--- src/rtl/pc_fetch_sequencer_pkg.sv ---
// Shared definitions for the PC fetch sequencer: state encodings,
// operand limits and the MEM wait-counter width.
package pc_seq_pkg;

  typedef enum logic [2:0] {
    S_IDLE   = 3'd0,
    S_ADDR   = 3'd1,
    S_INC    = 3'd2,
    S_MEM    = 3'd3,
    S_DECODE = 3'd4,
    S_EXEC   = 3'd5,
    S_JUMP   = 3'd6,
    S_HALTED = 3'd7
  } seqState_e;

  localparam logic [1:0] MAX_OPERANDS = 2'd2;
  localparam int         WAIT_W       = 4;

  // Decoder may report 3 operand bytes; the datapath only has two operand registers.
  function automatic logic [1:0] clampOperands(input logic [1:0] requested);
    logic [1:0] result;
    if (requested > MAX_OPERANDS) begin
      result = MAX_OPERANDS;
    end else begin
      result = requested;
    end
    return result;
  endfunction

endpackage

--- src/rtl/pc_fetch_sequencer_mem_wait_timer.sv ---
// Loadable down-counter that holds off memory sampling for a fixed
// number of cycles after each MEM entry.
module mem_wait_timer
  import pc_seq_pkg::*;
(
  input  logic              clk,
  input  logic              rst_n,
  input  logic              load,
  input  logic [WAIT_W-1:0] loadValue,
  input  logic              decrement,
  output logic              done
);

  logic [WAIT_W-1:0] count_r;

  // Reload on request, otherwise count down towards zero and stop there.
  always_ff @(posedge clk or negedge rst_n) begin
    if (!rst_n) begin
      count_r <= {WAIT_W{1'b0}};
    end else if (load) begin
      count_r <= loadValue;
    end else if (decrement && (count_r != {WAIT_W{1'b0}})) begin
      count_r <= count_r - {{(WAIT_W-1){1'b0}}, 1'b1};
    end else begin
      count_r <= count_r;
    end
  end

  assign done = (count_r == {WAIT_W{1'b0}});

endmodule

--- src/rtl/pc_fetch_sequencer.sv ---
// Fetch/operand/execute sequencer driving the PC, MAR, memory read path
// and the instruction/operand register load strobes.
module pc_fetch_sequencer
  import pc_seq_pkg::*;
#(
  parameter int MEM_WAIT = 0,
  parameter int STATE_W  = 3
) (
  input  logic               inCLK,
  input  logic               inRST,
  input  logic               inRun,
  input  logic               inMemReady,
  input  logic [1:0]         inOperandBytes,
  input  logic               inExecDone,
  input  logic               inJump,
  input  logic               inHalt,
  output logic               outPCEnOut,
  output logic               outPCInc,
  output logic               outPCLoad,
  output logic               outMARLoad,
  output logic               outMemRead,
  output logic               outIRLoad,
  output logic               outOpLoLoad,
  output logic               outOpHiLoad,
  output logic               outExecStart,
  output logic               outHalted,
  output logic [STATE_W-1:0] outState
);

  localparam logic [WAIT_W-1:0] WAIT_LOAD = WAIT_W'(MEM_WAIT);

  seqState_e  state_r;
  seqState_e  nextState_s;
  logic [1:0] byteIdx_r;
  logic [1:0] nextIdx_s;
  logic [1:0] opCount_r;
  logic [1:0] nextCount_s;
  logic       waitDone_s;
  logic       timerLoad_s;
  logic       timerDec_s;
  logic       memAccept_s;

  // INC always precedes MEM, so reloading there gives a fresh wait on every MEM entry.
  assign timerLoad_s = (state_r == S_INC);
  assign timerDec_s  = (state_r == S_MEM) && !waitDone_s;
  assign memAccept_s = (state_r == S_MEM) && waitDone_s && inMemReady;

  mem_wait_timer uWaitTimer (
    .clk       (inCLK),
    .rst_n     (inRST),
    .load      (timerLoad_s),
    .loadValue (WAIT_LOAD),
    .decrement (timerDec_s),
    .done      (waitDone_s)
  );

  // Load strobes must coincide with valid W-bus data, so they follow the accept condition directly.
  assign outIRLoad   = memAccept_s && (byteIdx_r == 2'd0);
  assign outOpLoLoad = memAccept_s && (byteIdx_r == 2'd1);
  assign outOpHiLoad = memAccept_s && (byteIdx_r == 2'd2);
  assign outState    = STATE_W'(state_r);

  // Next-state, byte-index and operand-count selection.
  always_comb begin
    nextState_s = state_r;
    nextIdx_s   = byteIdx_r;
    nextCount_s = opCount_r;
    case (state_r)
      S_IDLE: begin
        if (inRun) nextState_s = S_ADDR;
        else       nextState_s = S_IDLE;
      end
      S_ADDR: nextState_s = S_INC;
      S_INC:  nextState_s = S_MEM;
      S_MEM: begin
        if (!memAccept_s) begin
          nextState_s = S_MEM;
        end else if (byteIdx_r == 2'd0) begin
          nextState_s = S_DECODE;
        end else if (byteIdx_r == opCount_r) begin
          nextState_s = S_EXEC;
          nextIdx_s   = 2'd0;
        end else begin
          nextState_s = S_ADDR;
          nextIdx_s   = byteIdx_r + 2'd1;
        end
      end
      S_DECODE: begin
        nextCount_s = clampOperands(inOperandBytes);
        if (nextCount_s == 2'd0) begin
          nextState_s = S_EXEC;
        end else begin
          nextState_s = S_ADDR;
          nextIdx_s   = 2'd1;
        end
      end
      S_EXEC: begin
        if (!inExecDone)  nextState_s = S_EXEC;
        else if (inHalt)  nextState_s = S_HALTED;
        else if (inJump)  nextState_s = S_JUMP;
        else if (inRun)   nextState_s = S_ADDR;
        else              nextState_s = S_IDLE;
      end
      S_JUMP: begin
        if (inRun) nextState_s = S_ADDR;
        else       nextState_s = S_IDLE;
      end
      S_HALTED: begin
        if (inRun) nextState_s = S_HALTED;
        else       nextState_s = S_IDLE;
      end
      default: begin
        nextState_s = S_IDLE;
        nextIdx_s   = 2'd0;
      end
    endcase
  end

  // State register with outputs registered from the state being entered.
  always_ff @(posedge inCLK or negedge inRST) begin
    if (!inRST) begin
      state_r      <= S_IDLE;
      byteIdx_r    <= 2'd0;
      opCount_r    <= 2'd0;
      outPCEnOut   <= 1'b0;
      outMARLoad   <= 1'b0;
      outPCInc     <= 1'b0;
      outMemRead   <= 1'b0;
      outPCLoad    <= 1'b0;
      outHalted    <= 1'b0;
      outExecStart <= 1'b0;
    end else begin
      state_r      <= nextState_s;
      byteIdx_r    <= nextIdx_s;
      opCount_r    <= nextCount_s;
      outPCEnOut   <= (nextState_s == S_ADDR);
      outMARLoad   <= (nextState_s == S_ADDR);
      outPCInc     <= (nextState_s == S_INC);
      outMemRead   <= (nextState_s == S_MEM);
      outPCLoad    <= (nextState_s == S_JUMP);
      outHalted    <= (nextState_s == S_HALTED);
      outExecStart <= (nextState_s == S_EXEC) && (state_r != S_EXEC);
    end
  end

endmodule

--- config.mk ---
export PLATFORM = sky130hd
export DESIGN_NAME = pc_fetch_sequencer
export DESIGN_NICKNAME = d
export VERILOG_FILES = /design/src/rtl/pc_fetch_sequencer_pkg.sv /design/src/rtl/pc_fetch_sequencer_mem_wait_timer.sv /design/src/rtl/pc_fetch_sequencer.sv
export SDC_FILE = /design/constraint.sdc
export NUM_CORES = 1
export LEC_CHECK = 0
export ABC_AREA = 0
export BUFFER_PORTS_ARGS = -buffer_cell sky130_fd_sc_hd__buf_2
export CAP_MARGIN = 15
export CELL_PAD_IN_SITES_DETAIL_PLACEMENT = 0
export CELL_PAD_IN_SITES_GLOBAL_PLACEMENT = 1
export CORE_AREA = 3 3 47 67
export CTS_CLUSTER_SIZE = 40
export DETAILED_ROUTE_END_ITERATION = 8
export DIE_AREA = 0 0 50 70
export MAX_ROUTING_LAYER = met4
export PLACE_DENSITY = 0.8
export SLEW_MARGIN = 25
export SYNTH_ARGS = -nofsm -noshare
export SYNTH_HDL_FRONTEND = slang
export SYNTH_SLANG_ARGS = --single-unit
--- constraint.sdc ---
create_clock -name inCLK -period 2.18 [get_ports inCLK]
set_input_delay 0.654 -clock inCLK [delete_from_list [all_inputs] [get_ports inCLK]]
set_output_delay 0.654 -clock inCLK [all_outputs]
set_load 0.005 [all_outputs]
# Word-level counts from Yosys, hierarchy flattened
# Cells that the tools add are included.
[totals]
regBits = 17
input_bits = 9
output_inout_bits = 13
[classes]
n_addsub = 2
n_lt_le_gt_ge = 1
n_eq_ne = 20
n_mux = 19
reduce_logical = 18
[op_table]
columns = ["op", "n"]
rows = [
  ["two-way mux 3 bit", 8],
  ["== test 3 bit (second input constant)", 7],
  ["one-hot mux 3 bit (7 select lines)", 1],
  ["== test 3 x 2 -> 1 bit (second input constant)", 4],
  ["two-way mux 2 bit", 6],
  ["logical AND 1 bit", 8],
  ["two-way mux 4 bit", 2],
  ["== test 3 x 1 -> 1 bit (second input constant)", 2],
  ["inequality test 2 bit (second input constant)", 3],
  ["logical NOT 2 bit", 2],
  ["logical NOT 4 bit", 1],
  ["one-hot mux 2 bit (2 select lines)", 1],
  ["AND reduction 4 bit", 1],
  ["nonzero test 2 bit", 2],
  ["nonzero test 4 bit", 1],
  ["subtractor 4 x 1 -> 4 bit (second input constant)", 1],
  ["logical NOT 3 bit", 1],
  ["inequality test 3 bit (second input constant)", 1],
  ["adder 2 x 1 -> 2 bit (second input constant)", 1],
  ["== test 2 x 1 -> 1 bit (second input constant)", 1],
  ["== test 2 bit", 1],
  ["== test 2 bit (second input constant)", 1],
  ["> comparator 2 bit (second input constant)", 1],
  ["OR reduction 2 bit", 1],
  ["2 further kinds", 2],
]

# Depth between registers and ports, before layout
# Gate-level depths: netlist (run 1).
[logic_depth]
word_depth = 8
ltp_mapped = 7
mapped_depth_nobuf = 7

# Modules after synthesis
# Synthesis (run 1) repeated with hierarchy kept, for this count alone.
[hier_totals]
hier_cells = 106
hier_area_um2 = 1059.8
[by_module_without_submodules]
columns = ["module", "n_inst", "cells_per_inst", "area_per_inst_um2", "seq_area_each_um2"]
rows = [
  ["pc_fetch_sequencer", 1, 79, 789.5, 325.3],
  ["mem_wait_timer", 1, 27, 270.3, 100.1],
]

# Worst setup path after synthesis (run 1)
# Ideal clock, no wire load.
[synth_timing]
path_kind = "register to output"
from = "register uWaitTimer.count_r[0]"
to = "output port outIRLoad"
arrival_time_ns = 1.109
setup_slack_ns = 0.417
stages_incl_launch_ff = 5
path_cell_list = "dfrtp_1 inv_1 ha_1 nor3b_4 and3_1"
[synth_between]
elab_chain_cells = 4
[synth_lines]
columns = ["element", "line_no", "rtl"]
rows = [
  ["start, declared", "pc_fetch_sequencer_mem_wait_timer.sv:14", "logic [WAIT_W-1:0] count_r;"],
  ["start signal, assigned", "pc_fetch_sequencer_mem_wait_timer.sv:19", "count_r <= {WAIT_W{1'b0}};"],
  ["start signal, assigned", "pc_fetch_sequencer_mem_wait_timer.sv:21", "count_r <= loadValue;"],
  ["start signal, assigned", "pc_fetch_sequencer_mem_wait_timer.sv:23", "count_r <= count_r - {{(WAIT_W-1){1'b0}}, 1'b1};"],
  ["logical NOT 4 bit", "pc_fetch_sequencer_mem_wait_timer.sv:29", "assign done = (count_r == {WAIT_W{1'b0}});"],
  ["logical AND 1 bit (2 in a row)", "pc_fetch_sequencer.sv:46", "assign memAccept_s = (state_r == S_MEM) && waitDone_s && inMemReady;"],
  ["logical AND 1 bit", "pc_fetch_sequencer.sv:58", "assign outIRLoad = memAccept_s && (byteIdx_r == 2'd0);"],
  ["end, declared", "pc_fetch_sequencer.sv:22", "output logic outIRLoad,"],
]
# No other way between the ends.

# Worst setup path in the final report (run 1)
[layout_timing]
from = "register uWaitTimer.count_r[1]"
to = "output port outIRLoad"
# Same word-level chain as after synthesis.

==> run_results.csv, run 1 <==
group,metric,value,unit
floorplan,die_y,70,um
route,vias_per_cell,5.27,
global_routing,grt.overflow.total,0,
sta,fmax,473,MHz
power_and_ir_drop,ir_drop,0.472,mV
place,place_congestion,0.824,
route,ant_nets,0,
power_and_ir_drop,cellLeakagePower,0.616,nW
floorplan,die_area,3500,um2
logic_synthesis,async_flop_share,100,%
logic_synthesis,syn_area,1030,um2
logic_synthesis,synth_edf_count,0,
critical_path,reg2reg_depth,7,
logic_synthesis,synthDistinctLibCells,41,
critical_path,startpoint_type,"flop",
clock_network,clk_pin_slew,0.10,ns
floorplan,std_cell_rows,22,
sta,period_share,96.9,%
route,dr.pass1.iters,4,
cells_and_area,final_nets,145,
power_and_ir_drop,switchingPower,0.614,mW
cells_and_area,layout-drive-gt1-share,31.5,%
power_and_ir_drop,p_per_area,1160,nW/um2
sta,rsz0062_at_grt,"true",
cells_and_area,diodes,0,
critical_path,r2r_setup_slack,0.29,ns
route,totalWireLength,2.41,mm
floorplan,coreArea,2620,um2
place,hpwl,1.78,mm
global_routing,grt_pass1_vias,888,
place,post-place-ws,0.180,ns
clock_network,cts_tree,"yes",
run_status,outcome,"completed",
logic_synthesis,seq_area_frac_synth,41.1,%
sta,final_max_slew_viol_count,0,
sta,period_minus_slack,2.11,ns
logic_synthesis,yosys_warnings,0,
power_and_ir_drop,power_frac_seq,34.3,%
critical_path,r2r-end,"outPCLoad",
logic_synthesis,syn-num-nets,120,
sta,slew_headroom,72.8,%
clock_network,clockRootBuffer,"clkbuf_4",
sta,finalWorstSetupSlack,0.0665,ns
critical_path,r2r_start,"uWaitTimer.count_r[1]",
job,cap_violations,0,
cells_and_area,fillers,265,
cells_and_area,utilization,46.9,%
sta,finalClockSkew,0.00711,ns
cells_and_area,area_delta_synth_final,18.6,%
power_and_ir_drop,clkPwrFrac,12.1,%
route,vias,875,
floorplan,die_x,50,um
logic_synthesis,ys_ff_latch,17,
clock_network,clk_path_buf_depth,2,
power_and_ir_drop,swShare,43.0,%
clock_network,clk_latency,0.30,ns
power_and_ir_drop,p_comb_share,53.6,%
critical_path,endpoint_kind,"output pin",
power_and_ir_drop,power.internal,0.813,mW
clock_network,cts_sinks,17,
critical_path,path_class,"reg -> out",
hold_path,hold_class,"in -> async",
floorplan,ioPinCount,22,
global_routing,grt_max_degree,18,
clock_network,htree_num_levels,1,
sta,hold_viol,0,
critical_path,required,1.53,ns
logic_synthesis,synth_area_per_cell,9.76,um2
route,remaining_drc_errors,0,
clock_network,numCtsBuffers,3,
global_routing,antenna_found_initial,0,
sta,tightest_slew,0.409,ns
global_routing,grt_pass1_wl,4.14,mm
place,portBuffers,21,
floorplan,start_util,39.6,%
route,drtIter0Drc,28,
sta,setup_viol,0,
critical_path,critPathArrivalTime,1.46,ns
logic_synthesis,synth_flop_cell,"dfrtp_1",
critical_path,worstPathMaxFanout,4,
global_routing,grt_use_total,15.8,%
route,wl_per_cell,14.5,um
logic_synthesis,netlist_instances,106,
kinds of logic (layout without fill, tap and decap cells):
kind of cell / Yosys count / after routing / synth area share [%]
simple gates: 43 / 43 / 26.0
compound gates: 25 / 25 / 18.5
flops: 17 / 17 / 41.1
buf+inv: 13 / 37 / 5.56
fa+ha+maj: 5 / 5 / 6.05
xor+xnor: 2 / 2 / 1.69
mux: 1 / 1 / 1.09
power groups by stage:
stage          Combinational (mW)  Sequential, mW  Clock (mW)
2_1_floorplan               0.537           0.497           0
3_3_place_gp                0.752           0.487           0
3_5_place_dp                0.761           0.499           0
4_1_cts                     0.768           0.493       0.177
5_1_grt                     0.861           0.507       0.198
6_report                    0.765           0.490       0.172
through the flow:
step	cell area (um2)	total power [mW]	instances	hold slack, ns	setup TNS (ns)
2_1_floorplan	1030	1.03	106	0.358	0
3_3_place_gp	1180	1.24	161	0.514	0
3_5_place_dp	1180	1.26	161	0.537	0
4_1_cts	1210	1.44	166	0.283	0
5_1_grt	1230	1.57	166	0.282	-0.0737
6_report	1230	1.43	166	0.266	0
worst max-delay path, stage by stage (launching register included):
cell and delay [ns]:
dfrtp_1 0.43, inv_2 0.10, ha_4 0.13, nor3b_4 0.22, and3_1 0.18, buf_2 0.11
placed cells by master (no fill, tap or decap), types with 3 or more instances in the layout:
cell / count
buf_2: 21
dfrtp_1: 17
nand2_1: 11
inv_1: 6
and3_1: 4
nor2b_1: 4
nand2b_1: 4
a21oi_1: 4
ha_1: 4
buf_4: 4
nor2_1: 3
o21ai_0: 3
clkbuf_4: 3
layer usage:
metal | routed length [um] | up-vias | track usage, % | share of wire [%]
met3 | 95 | 4 | 2.56 | 4.0
li1 | - | 432 | - | -
met5 | 0 | - | - | 0
met2 | 1300 | 20 | 27.9 | 54
met4 | 40 | 0 | 6.46 | 1.7
met1 | 969 | 419 | 17.0 | 40
cell usage after synthesis (2+ instances only):
| cell type | instances | share of area, % |
|---|---|---|
| nor2_1 | 3 | 1.1 |
| nor3_1 | 2 | 0.97 |
| and3_1 | 4 | 2.4 |
| a21oi_1 | 4 | 1.9 |
| o21ai_0 | 3 | 1.5 |
| nor2b_1 | 4 | 2.4 |
| nand2_1 | 11 | 4.0 |
| buf_2 | 4 | 1.9 |
| a21o_1 | 2 | 1.5 |
| dfrtp_1 | 17 | 41 |
| ha_1 | 5 | 6.0 |
| o22ai_1 | 2 | 1.2 |
| xnor2_1 | 2 | 1.7 |
| nand2b_1 | 4 | 2.4 |
| a22o_1 | 2 | 1.7 |
| nor4b_1 | 2 | 1.7 |
| o211ai_1 | 2 | 1.5 |
| a31oi_1 | 2 | 1.2 |
| nand3_1 | 2 | 0.97 |
| inv_1 | 8 | 2.9 |
state kept, by name, summed over array words and instances, names as in the netlist, 2 cells and up:
| name | count |
|---|---|
| outState | 3 |
| uWaitTimer.count_r | 4 |
| opCount_r | 2 |
| byteIdx_r | 2 |
how the worst max path moves through the flow:
stage                                      from           to  depth (start not counted)
after global routing      uWaitTimer.count_r[1]    outIRLoad                          5
after global placement    uWaitTimer.count_r[0]  outOpLoLoad                          5
after CTS                 uWaitTimer.count_r[0]    outIRLoad                          5
after floorplan           uWaitTimer.count_r[0]    outIRLoad                          4
after detailed placement  uWaitTimer.count_r[0]    outIRLoad                          5
final                     uWaitTimer.count_r[1]    outIRLoad                          5
cell type report:
type	instances	area, um2	area share, %
Multi-Input combinational cell	76	564	46.0
Sequential cell	17	425	34.7
Timing Repair Buffer	25	135	11.0
Tap cell	36	45.0	3.67
Inverter	8	30.0	2.45
Clock buffer	3	22.5	1.83
Clock inverter	1	5.00	0.408
timing repair:
| action | CTS | global route |
|---|---|---|
| hold endpoints to repair | 0 | 0 |
| endpoints found under the setup margin | 3 | 3 |
| gates resized for setup | 0 | 4 |
| pin swaps | 0 | 3 |
| buffers inserted | 1 | 0 |
| hold buffers | 0 | 0 |
Note: power is estimated with default switching activity, not from simulation.
==> inputs of run 2 (changes only) <==
--- a/config.mk
+++ b/config.mk
@@ -11,10 +11,9 @@
 export CELL_PAD_IN_SITES_DETAIL_PLACEMENT = 0
 export CELL_PAD_IN_SITES_GLOBAL_PLACEMENT = 1
 export CORE_AREA = 3 3 47 67
-export CTS_CLUSTER_SIZE = 40
+export CTS_CLUSTER_SIZE = 14
 export DETAILED_ROUTE_END_ITERATION = 8
 export DIE_AREA = 0 0 50 70
-export MAX_ROUTING_LAYER = met4
 export PLACE_DENSITY = 0.8
 export SLEW_MARGIN = 25
 export SYNTH_ARGS = -nofsm -noshare
==> run 2 against run 1 <==
Via count grew 0.69%; clock-buffer cell count is the same; sequential power is essentially flat; first-iteration DRC count shrank 3.6%; critical path depth is the same; clock skew is essentially flat; global-route usage shrank 0.46 points; clock power is essentially flat; highest routed layer unchanged.
==> run_results.csv, run 2 (same netlist as run 1, synthesis figures left out) <==
group,metric,value,unit
critical_path,path_class,"reg -> out",
sta,setup_viol,0,
place,hpwl,1.78,mm
floorplan,die_x,50,um
sta,slew_headroom,72.8,%
cells_and_area,diodes,0,
sta,fmax,473,MHz
global_routing,antenna_found_initial,0,
cells_and_area,final_cell_mix,"buf_2, dfrtp_1, nand2_1",
cells_and_area,regMostFlops,"uWaitTimer.count_r",
floorplan,die_y,70,um
clock_network,clk_latency,0.30,ns
place,portBuffers,21,
route,remaining_drc_errors,0,
floorplan,ioPinCount,22,
clock_network,htree_num_levels,1,
critical_path,endpoint_kind,"output pin",
clock_network,hold_buffers,0,
place,place_congestion,0.812,
clock_network,cts_sinks,17,
power_and_ir_drop,cellLeakagePower,0.616,nW
route,vias_per_cell,5.31,
critical_path,worst-path-buf-inv,2,
route,dr.pass1.iters,4,
route,wl_per_cell,14.5,um
critical_path,critPathTopFamily,"flip-flops",
route,drtIter0Drc,27,
sta,hold_viol,0,
job,cap_violations,0,
sta,finalClockSkew,0.00680,ns
sta,final_max_slew_viol_count,0,
global_routing,grt_pass1_vias,889,
sta,rsz0062_at_grt,"true",
critical_path,r2r_setup_slack,0.29,ns
clock_network,clk_path_buf_depth,2,
route,ant_nets,0,
global_routing,grt_pass1_wl,4.13,mm
floorplan,die_area,3500,um2
global_routing,grt_max_degree,18,
clock_network,clk_pin_slew,0.10,ns
cells_and_area,largest_reg_flops,4,
critical_path,cp_cell_sequence,"inv_2 -> ha_4 -> nor3b_4 -> and3_1 -> buf_2",
critical_path,worstPathMaxFanout,4,
critical_path,reg2reg_depth,7,
cells_and_area,area_delta_synth_final,18.6,%
critical_path,slowest_stage,"dfrtp_1",
sta,tightest_slew,0.408,ns
critical_path,required,1.53,ns
floorplan,std_cell_rows,22,
cells_and_area,utilization,46.9,%
sta,period_minus_slack,2.11,ns
critical_path,startpoint_type,"flop",
route,totalWireLength,2.40,mm
clock_network,numCtsBuffers,3,
floorplan,coreArea,2620,um2
sta,finalWorstSetupSlack,0.0673,ns
sta,period_share,96.9,%
critical_path,worst-path-stages,5,
global_routing,grt.overflow.total,0,
power_and_ir_drop,p_per_area,1160,nW/um2
floorplan,start_util,39.6,%
route,vias,881,
sta,hold_ws,0.267,ns
sta,finalSetupTns,0,ns
cells_and_area,final_common_cell,"buf_2",
global_routing,grt_use_total,15.3,%
critical_path,cpPeakStageDelay,0.43,ns
cells_and_area,final_nets,145,
place,post-place-ws,0.180,ns
cells_and_area,layout-drive-gt1-share,31.5,%
run_status,outcome,"completed",
hold_path,hold_class,"in -> async",
critical_path,critPathArrivalTime,1.46,ns
clock_network,cts_tree,"yes",
clock_network,clockRootBuffer,"clkbuf_4",
power_and_ir_drop,ir_drop,0.473,mV
power_and_ir_drop,p_total,1.43,mW
[run 2: cell counts in the layout (fill, tap and decap cells not counted)]
Identical to the previous run, type by type.
[run 2: per-stage QoR]
step | cell area (um2) | std cells
after floorplan | 1030 | 106
after global placement | 1180 | 161
after detailed placement | 1180 | 161
after CTS | 1210 | 166
after global routing | 1230 | 166
final | 1230 | 166
[run 2: area by class of cell]
class | count | area, um2
Clock inverter | 1 | 5.00
Timing Repair Buffer | 25 | 135
Fill cell | 265 | 1390
Inverter | 8 | 30.0
Multi-Input combinational cell | 76 | 564
Clock buffer | 3 | 22.5
Sequential cell | 17 | 425
Tap cell | 36 | 45.0
[run 2: timing repair]
item / 4_1_cts / 5_1_grt
pin swaps: 0 / 3
buffers inserted: 1 / 0
endpoints found under the setup margin: 3 / 3
gates resized for setup: 0 / 4
[run 2: routing by layer]
metal	up-vias	GRT usage (%)	wire (um)
li1	429	-	-
met3	4	2.56	111
met1	419	16.8	944
met2	29	27.9	1300
met4	0	6.46	41
met5	-	0	0
[run 2: worst register-to-register path, delay by kind of cell (launching register included)]
family / cells / cell delay [ns]
compound gates: 1 / 0.44
fa+ha+maj: 1 / 0.16
buf+inv: 2 / 0.23
flops: 1 / 0.42
simple gates: 3 / 0.53
[run 2: worst paths after layout]
check	endpoint	startpoint
max	outIRLoad	uWaitTimer.count_r[1]
max reg2reg	outPCLoad	uWaitTimer.count_r[1]
min	uWaitTimer.count_r[1]	inRST
min reg2reg	opCount_r[0]	opCount_r[0]
max in group asynchronous	outMARLoad	inRST
min in group inCLK	opCount_r[0]	opCount_r[0]
[run 2: where the power goes]
part	total (mW)	internal, mW	switching, mW
clock	0.172	0.0683	0.103
sequential	0.490	0.413	0.0779
combinational	0.765	0.332	0.433
==> inputs of run 3 (changes only) <==
--- a/config.mk
+++ b/config.mk
@@ -10,12 +10,11 @@
 export CAP_MARGIN = 15
 export CELL_PAD_IN_SITES_DETAIL_PLACEMENT = 0
 export CELL_PAD_IN_SITES_GLOBAL_PLACEMENT = 1
-export CORE_AREA = 3 3 47 67
+export CORE_AREA = 3 3 46 65
 export CTS_CLUSTER_SIZE = 14
 export DETAILED_ROUTE_END_ITERATION = 8
-export DIE_AREA = 0 0 50 70
-export PLACE_DENSITY = 0.8
-export SLEW_MARGIN = 25
+export DIE_AREA = 0 0 49 68
+export PLACE_DENSITY = 0.83
 export SYNTH_ARGS = -nofsm -noshare
 export SYNTH_HDL_FRONTEND = slang
 export SYNTH_SLANG_ARGS = --single-unit
==> constraint.sdc (replaced) <==
create_clock -name inCLK -period 2.55 [get_ports inCLK]
set_input_delay 0.765 -clock inCLK [delete_from_list [all_inputs] [get_ports inCLK]]
set_output_delay 0.765 -clock inCLK [all_outputs]
set_load 0.005 [all_outputs]
==> run 3 against run 2 <==
Cell area decreased by 1.9%; largest power group unchanged; largest cell class unchanged; setup slack improved by 0.20 ns; clock power down 15%; die area shrank 4.8%; highest routed layer unchanged; global-route usage decreased by 0.39 points; clock skew down 0.0010 ns; sequential power down 12%; register-to-register slack improved by 0.37 ns.
==> run_results.csv, run 3 (same netlist as run 1, synthesis figures left out) <==
group,metric,value,unit
run_status,outcome,"completed",
floorplan,die_x,49,um
cells_and_area,stdcell_area,1200,um2
clock_network,htree_num_levels,1,
critical_path,cpPeakStageDelay,0.39,ns
floorplan,std_cell_rows,21,
power_and_ir_drop,cellLeakagePower,0.607,nW
critical_path,worstPathMaxFanout,5,
cells_and_area,area_delta_synth_final,16.3,%
sta,fmax,439,MHz
sta,period_minus_slack,2.28,ns
sta,hold_ws,0.370,ns
critical_path,required,1.79,ns
sta,hold_viol,0,
clock_network,cts_setup_buffers,0,
cells_and_area,diodes,0,
cells_and_area,fillers,259,
critical_path,cp_cell_sequence,"inv_1 -> ha_1 -> nor3b_4 -> and3_1 -> buf_2",
clock_network,clockRootBuffer,"clkbuf_4",
critical_path,critPathArrivalTime,1.51,ns
clock_network,numCtsBuffers,3,
sta,period_share,89.4,%
power_and_ir_drop,p_total,1.20,mW
cells_and_area,final_nets,144,
floorplan,ioPinCount,22,
cells_and_area,instances_no_fill,163,
place,portBuffers,21,
route,drtIter0Drc,32,
critical_path,slowest_stage,"dfrtp_1",
place,place_inst,158,
route,remaining_drc_errors,0,
clock_network,cts_sinks,17,
global_routing,grt_pass1_wl,3.82,mm
cells_and_area,regMostFlops,"uWaitTimer.count_r",
cells_and_area,largest_reg_flops,4,
clock_network,hold_buffers,0,
cells_and_area,final_cell_mix,"buf_2, dfrtp_1, nand2_1",
place,placed_cell_area,1170,um2
critical_path,startpoint,"uWaitTimer.count_r[0]",
global_routing,grt_max_degree,18,
floorplan,die_area,3330,um2
power_and_ir_drop,p_per_area,995,nW/um2
route,totalWireLength,2.20,mm
global_routing,grt_pass1_vias,884,
clock_network,clk_path_buf_depth,2,
route,ant_nets,0,
place,hpwl,1.70,mm
hold_path,hold_class,"in -> async",
critical_path,endpoint_kind,"output pin",
place,place_congestion,0.873,
route,wl_per_cell,13.5,um
clock_network,clk_pin_slew,0.10,ns
sta,rsz0062_at_grt,"false",
cells_and_area,final_common_cell,"buf_2",
cells_and_area,layout-drive-gt1-share,27.9,%
sta,finalSetupTns,0,ns
route,vias_per_cell,5.36,
job,cap_violations,0,
cells_and_area,ff_latch_area,425,um2
clock_network,clk_latency,0.29,ns
floorplan,coreArea,2440,um2
global_routing,antenna_found_initial,0,
cells_and_area,multiInputGateArea,552,um2
critical_path,r2r_start,"uWaitTimer.count_r[1]",
route,vias,873,
floorplan,die_y,68,um
clock_network,cts_resized,0,
critical_path,startpoint_type,"flop",
sta,final_max_slew_viol_count,0,
route,dr.pass1.iters,4,
floorplan,start_util,42.3,%
sta,tightest_slew,0.371,ns
sta,finalClockSkew,0.00576,ns
clock_network,cts_tree,"yes",
global_routing,grt.overflow.total,0,
critical_path,path_class,"reg -> out",
sta,setup_viol,0,
sta,slew_headroom,75.3,%
power_and_ir_drop,ir_drop,0.464,mV
global_routing,grt_use_total,14.9,%
==> run 3: cell types whose count changed in the layout (fill, tap and decap cells not counted), sizes merged <==
| cell | change |
|---|---|
| clkbuf | +1 |
| buf | -1 |
| clkinv | -1 |
==> run 3: per-layer routing <==
layer | wire length (um) | global-route usage, % | share of wire [%] | vias to the layer above
met2 | 1190 | 28.6 | 54 | 23
met4 | 34 | 7.47 | 1.5 | 0
met5 | 0 | 0 | 0 | -
li1 | - | - | - | 426
met3 | 82 | 2.40 | 3.7 | 5
met1 | 898 | 15.9 | 41 | 419
==> run 3: worst paths after layout <==
| kind | endpoint | depth (start not counted) | slack [ns] |
|---|---|---|---|
| min in group inCLK | opCount_r[0] | 2 | 0.54 |
| setup reg to reg | outPCLoad | 7 | 0.66 |
| setup / recovery | outIRLoad | 5 | 0.27 |
| max in group asynchronous | outPCLoad | 1 | 1.91 |
| hold reg to reg | opCount_r[0] | 2 | 0.54 |
| hold / removal | uWaitTimer.count_r[1] | 1 | 0.37 |
==> run 3: stage by stage <==
step	utilization [%]	worst slack, ns
5_1_grt	49.3	0.136
6_report	49.3	0.271
3_3_place_gp	47.9	0.372
4_1_cts	49.0	0.109
3_5_place_dp	47.9	0.364
2_1_floorplan	-	0.618
==> run 3: layout make-up <==
type	count	area share (%)
Inverter	8	2.49
Sequential cell	17	35.3
Clock buffer	4	2.18
Multi-Input combinational cell	76	45.8
Tap cell	34	3.53
Timing Repair Buffer	24	10.6
==> run 3: critical path, delay by kind of cell (launching register included) <==
family | cells | cell delay, ns
and+or+nand+nor | 2 | 0.43
DFF | 1 | 0.39
buffers and inverters | 2 | 0.22
adders and majority gates | 1 | 0.19
==> run 3: power by group <==
part	switching (mW)	internal [mW]	leakage [nW]
registers	0.0770	0.353	0.219
logic	0.348	0.274	0.373
clock network	0.0850	0.0609	0.0150
total	0.510	0.688	0.607
